## src/rtl/ssp_uart_host.sv

```systemverilog
// SSP host bridge: turns one register command into a 16-bit serial frame
// (4-bit header, 12-bit data) toward a UART core and returns the sampled data.
module ssp_uart_host #(
    parameter int CLK_DIV = 2
) (
    input  logic        Clk,
    input  logic        Rst,
    input  logic        cmd_vld,
    output logic        cmd_rdy,
    input  logic [2:0]  cmd_ra,
    input  logic        cmd_wnr,
    input  logic [11:0] cmd_wdata,
    output logic        rsp_vld,
    output logic [11:0] rsp_rdata,
    output logic        busy,
    output logic        SSP_SSEL,
    output logic        SSP_SCK,
    output logic [2:0]  SSP_RA,
    output logic        SSP_WnR,
    output logic        SSP_En,
    output logic        SSP_EOC,
    output logic [11:0] SSP_DI,
    input  logic [11:0] SSP_DO
);

    localparam int DW = $clog2(CLK_DIV + 1);
    localparam logic [DW-1:0] DIV_LAST = DW'(CLK_DIV - 1);

    typedef enum logic [2:0] {
        IDLE,
        SETUP,
        SHIFT,
        HOLD,
        DONE
    } state_t;

    state_t        state, state_n;
    logic [DW-1:0] div_q, div_n;
    logic [3:0]    bit_q, bit_n;
    logic          sck_q, sck_n;
    logic          div_end;
    logic          accept;
    logic          capture;

    assign div_end = (div_q == DIV_LAST);
    assign accept  = cmd_vld & cmd_rdy;
    // The low half of bit 1 ends on the same edge that raises SCK for bit 0.
    assign capture = (state == SHIFT) && div_end && !sck_q && (bit_q == 4'd1);

    always_comb begin
        state_n = state;
        div_n   = div_q;
        bit_n   = bit_q;
        sck_n   = sck_q;
        unique case (state)
            IDLE: begin
                if (cmd_vld) begin
                    state_n = SETUP;
                    div_n   = '0;
                end
            end
            SETUP: begin
                if (div_end) begin
                    state_n = SHIFT;
                    div_n   = '0;
                    sck_n   = 1'b1;
                    bit_n   = 4'd15;
                end else begin
                    div_n = div_q + 1'b1;
                end
            end
            SHIFT: begin
                if (div_end) begin
                    div_n = '0;
                    if (sck_q) begin
                        sck_n = 1'b0;
                    end else if (bit_q == 4'd0) begin
                        state_n = HOLD;
                    end else begin
                        sck_n = 1'b1;
                        bit_n = bit_q - 4'd1;
                    end
                end else begin
                    div_n = div_q + 1'b1;
                end
            end
            HOLD: begin
                if (div_end) begin
                    state_n = DONE;
                    div_n   = '0;
                end else begin
                    div_n = div_q + 1'b1;
                end
            end
            DONE: begin
                state_n = IDLE;
            end
            default: begin
                state_n = IDLE;
            end
        endcase
    end

    always_ff @(posedge Clk or negedge Rst) begin
        if (!Rst) begin
            state <= IDLE;
            div_q <= '0;
            bit_q <= '0;
            sck_q <= 1'b0;
        end else begin
            state <= state_n;
            div_q <= div_n;
            bit_q <= bit_n;
            sck_q <= sck_n;
        end
    end

    always_ff @(posedge Clk or negedge Rst) begin
        if (!Rst) begin
            SSP_RA    <= '0;
            SSP_WnR   <= 1'b0;
            SSP_DI    <= '0;
            rsp_rdata <= '0;
        end else begin
            if (accept) begin
                SSP_RA  <= cmd_ra;
                SSP_WnR <= cmd_wnr;
                SSP_DI  <= cmd_wnr ? cmd_wdata : 12'h000;
            end
            if (capture) begin
                rsp_rdata <= SSP_DO;
            end
        end
    end

    assign cmd_rdy  = (state == IDLE);
    assign busy     = (state != IDLE);
    assign rsp_vld  = (state == DONE);
    assign SSP_SSEL = (state == SETUP) || (state == SHIFT) || (state == HOLD);
    assign SSP_SCK  = sck_q;
    assign SSP_En   = (state == SHIFT) && (bit_q <= 4'd11);
    assign SSP_EOC  = (state == SHIFT) && (bit_q == 4'd0);

endmodule

```

## config.mk

```make
export PLATFORM = sky130hd
export DESIGN_NAME = ssp_uart_host
export DESIGN_NICKNAME = d
export VERILOG_FILES = /design/src/rtl/ssp_uart_host.sv
export SDC_FILE = /design/constraint.sdc
export NUM_CORES = 1
export LEC_CHECK = 0
export BUFFER_PORTS_ARGS = -buffer_cell sky130_fd_sc_hd__buf_2
export CORE_MARGIN = 4
export CORE_UTILIZATION = 46
export DETAILED_ROUTE_END_ITERATION = 10
export PLACE_DENSITY = 0.82
export SYNTH_ARGS = -nofsm -noshare
export SYNTH_HDL_FRONTEND = slang
export SYNTH_SLANG_ARGS = --single-unit
```

## constraint.sdc

```tcl
create_clock -name Clk -period 2.1 [get_ports Clk]
set_clock_uncertainty 0.2 [all_clocks]
set_input_delay 0 -clock Clk [delete_from_list [all_inputs] [get_ports Clk]]
set_output_delay 0 -clock Clk [all_outputs]
set_load 0.005 [all_outputs]
```

==> impl_metrics.env <==
export IMPL_status="finished, final reports clean"
export IMPL_firstDrtPassIters=4
export IMPL_ir_drop_mv=0.349
export IMPL_fin_area_mm2=0.00259
export IMPL_synth_area_leaders="dfrtp_1, mux2_4, nand2_1"
export IMPL_grt_max_degree=39
export IMPL_ys_ff_latch=38
export IMPL_yosys_top_cells_count="dfrtp_1, nand2_1, mux2_4"
export IMPL_cp_buffers_inverters=2
export IMPL_synth_avg_cell_area_um2=11.6
export IMPL_cts_tree="done"
export IMPL_postPlaceCellArea_mm2=0.00208
export IMPL_max_slew_margin_rel=0.465
export IMPL_r2r_end="bit_q[1]$_DFFE_PN0P_"
export IMPL_crit_path_start_kind="flop"
export IMPL_wl_met3_um=209
export IMPL_cts_setup_buffers=0
export IMPL_ant_nets=0
export IMPL_vias=1514
export IMPL_clk_path_buf_depth=2
export IMPL_h_tree_depth=2
export IMPL_antennaDiodeCount=0
export IMPL_yosysWarnings=0
export IMPL_grt_pass1_vias=1615
export IMPL_p_leak_nw=1.33
export IMPL_period_needed_ns=1.96
export IMPL_clkPwrFrac=0.348
export IMPL_fmax_mhz=511
export IMPL_grt_remaining_overflow=0
export IMPL_power_density_mw_per_mm2=559
export IMPL_worstPathArrival_ns=1.76
export IMPL_fin_cells=305
export IMPL_criticalPathCategory="reg2out"
export IMPL_insertion_delay_ns=0.28
export IMPL_regArea_um2=951
export IMPL_viasPerCell=4.96
export IMPL_finalWirelength_um=4530
export IMPL_setup_viol=0
export IMPL_path_max_fanout=5
export IMPL_yosysSeqAreaShare=0.546
export IMPL_ys_flop_type="dfrtp_1"
export IMPL_synth_edf_count=0
export IMPL_synth_top_cell_by_area="dfrtp_1"
export IMPL_drive_gt1_frac=0.366
export IMPL_r2r_start="bit_q[0]$_DFFE_PN0P_"
export IMPL_dr_max_layer_used="met4"
export IMPL_setup_tns_ns=0
export IMPL_rsz0062_at_grt="false"
export IMPL_seq_power_share=0.532
export IMPL_dp_cells=255
export IMPL_multi_input_area_um2=711
export IMPL_crit_chain="inv_1, ha_1, or3b_2, nor2_1, buf_2"
export IMPL_core_mm2=0.00366
export IMPL_grt_use_total=0.203
export IMPL_cap_viol_max_count=0
export IMPL_nets=289
export IMPL_antenna_found_initial=0
export IMPL_r2r_cells=5
export IMPL_holdWs_ns=0.140
export IMPL_die_area_mm2=0.00484
export IMPL_tightest_slew_ns=0.802
export IMPL_hpwl_um=2630
export IMPL_netlist_area_mm2=0.00174
export IMPL_nFillCells=242
export IMPL_cts_made_buffers=5
export IMPL_pwr_share_comb=0.120
export IMPL_rows=22
export IMPL_start_util=0.476
export IMPL_hold_viol=0
export IMPL_cts_root_buffer="clkbuf_8"
export IMPL_remaining_drc_errors=0
export IMPL_grt_pass1_wl_um=7650
export IMPL_area_delta_synth_final_pct=48.5
export IMPL_maxSlewViolCount=0
export IMPL_switching_share=0.218
export IMPL_reg2reg_slack_ns=0.18
export IMPL_yosys_cell_count_top_type="dfrtp_1"
export IMPL_hold_path_class="in2async"
export IMPL_pin_count=66
export IMPL_port_buffers=65
export IMPL_die_height_um=69.6
export IMPL_routedWlPerCell_um=14.9
export IMPL_place_congestion=0.870
export IMPL_ys_async_sr_fraction=1.00
export IMPL_p_switching_mw=0.315
export IMPL_cp_top_family="simple AND/OR/NAND/NOR gates"
export IMPL_syn_nets=183
export IMPL_crit_required_ns=1.90
export IMPL_cpPeakStageDelay_ns=0.50
export IMPL_cp_slowest_cell="or3b_2"
export IMPL_netlist_instances=150
export IMPL_clkTransAtPathRegs_ns=0.07
export IMPL_wl_met2_um=2370
export IMPL_drt_initial_drc_count=81
export IMPL_post_route_period_util=0.932
export IMPL_setup_worst_path_end_class="primary output"
export IMPL_wl_met1_um=1740
export IMPL_yosysUniqueCellTypes=36
export IMPL_die_width_um=69.6
export IMPL_power_internal_mw=1.13
export IMPL_synth_top_area_share=0.546
export IMPL_cts_sinks=38
## how the worst max path moves through the flow
stage	from	end	cells past startpoint
floorplan	state[0]$_DFFE_PN0P_	SSP_RA[0]$_DFFE_PN0P_	4
global placement	state[0]$_DFFE_PN0P_	SSP_RA[2]$_DFFE_PN0P_	2
detailed placement	bit_q[0]$_DFFE_PN0P_	bit_q[1]$_DFFE_PN0P_	5
CTS	bit_q[0]$_DFFE_PN0P_	SSP_EOC	5
global route	bit_q[0]$_DFFE_PN0P_	SSP_EOC	5
finish	bit_q[0]$_DFFE_PN0P_	SSP_EOC	5
## area by class of cell
| type | instances | share of cell area |
|---|---|---|
| Multi-Input combinational cell | 97 | 0.275 |
| Clock buffer | 7 | 0.0333 |
| Clock inverter | 1 | 0.00193 |
| Sequential cell | 38 | 0.367 |
| Tap cell | 48 | 0.0232 |
| Timing Repair Buffer | 108 | 0.291 |
| Inverter | 6 | 0.00870 |
## cells by family after synthesis
kind of cell,Yosys count,synth area share
and+or+nand+nor,51,0.159
DFF,38,0.546
AOI/OAI and AO/OA,25,0.0847
muxes,17,0.139
buffers and inverters,15,0.0467
xor gates and xnor gates,2,0.0101
adders and majority gates,2,0.0144
## metrics by stage
| stage | worst slack, ns | utilization | power, mW |
|---|---|---|---|
| final | 0.143 | 0.707 | 1.45 |
| after floorplan | 0.321 | - | 0.818 |
| after global placement | 0.253 | 0.567 | 0.889 |
| after global routing | 0.0471 | 0.707 | 1.52 |
| after CTS | 0.152 | 0.707 | 1.45 |
| after detailed placement | 0.226 | 0.567 | 0.891 |
## registers in the layout, summed over array words and instances (netlist names)
name	cells
SSP_DI	12
SSP_RA	3
SSP_SCK	1
SSP_WnR	1
bit_q	4
div_q	2
rsp_rdata	12
state	3
## layout by cell type (no fill, tap or decap), drive strengths merged, types with 2 or more instances in the layout
cell type and instances:
nand2 26, o21ai 13, nor2 4, a221oi 2
dlygate4sd3 42, nor3b 3, nor3 2, dfrtp 38
o2bb2ai 2, or3b 2, buf 66, nand4 2
nand3 3, inv 6, ha 2, a21oi 4
nor2b 2, mux2 16, clkbuf 7
## per-layer routing
| layer | up-vias | global-route usage |
|---|---|---|
| met1 | 720 | 0.213 |
| met3 | 18 | 0.0435 |
| li1 | 726 | - |
| met4 | 0 | 0.143 |
| met5 | - | 0 |
| met2 | 50 | 0.357 |
## timing repair
action / CTS / global route
hold buffers: 42 / 0
endpoints found under the hold margin: 67 / 0
gates resized for setup: 0 / 0
## power by group through the flow
stage,clock network [mW],registers (mW),logic (mW)
floorplan,0,0.785,0.0335
global placement,0,0.781,0.107
detailed placement,0,0.783,0.109
CTS,0.511,0.768,0.169
global route,0.559,0.771,0.190
finish,0.503,0.770,0.173
Power figures use the tool's default switching activity.
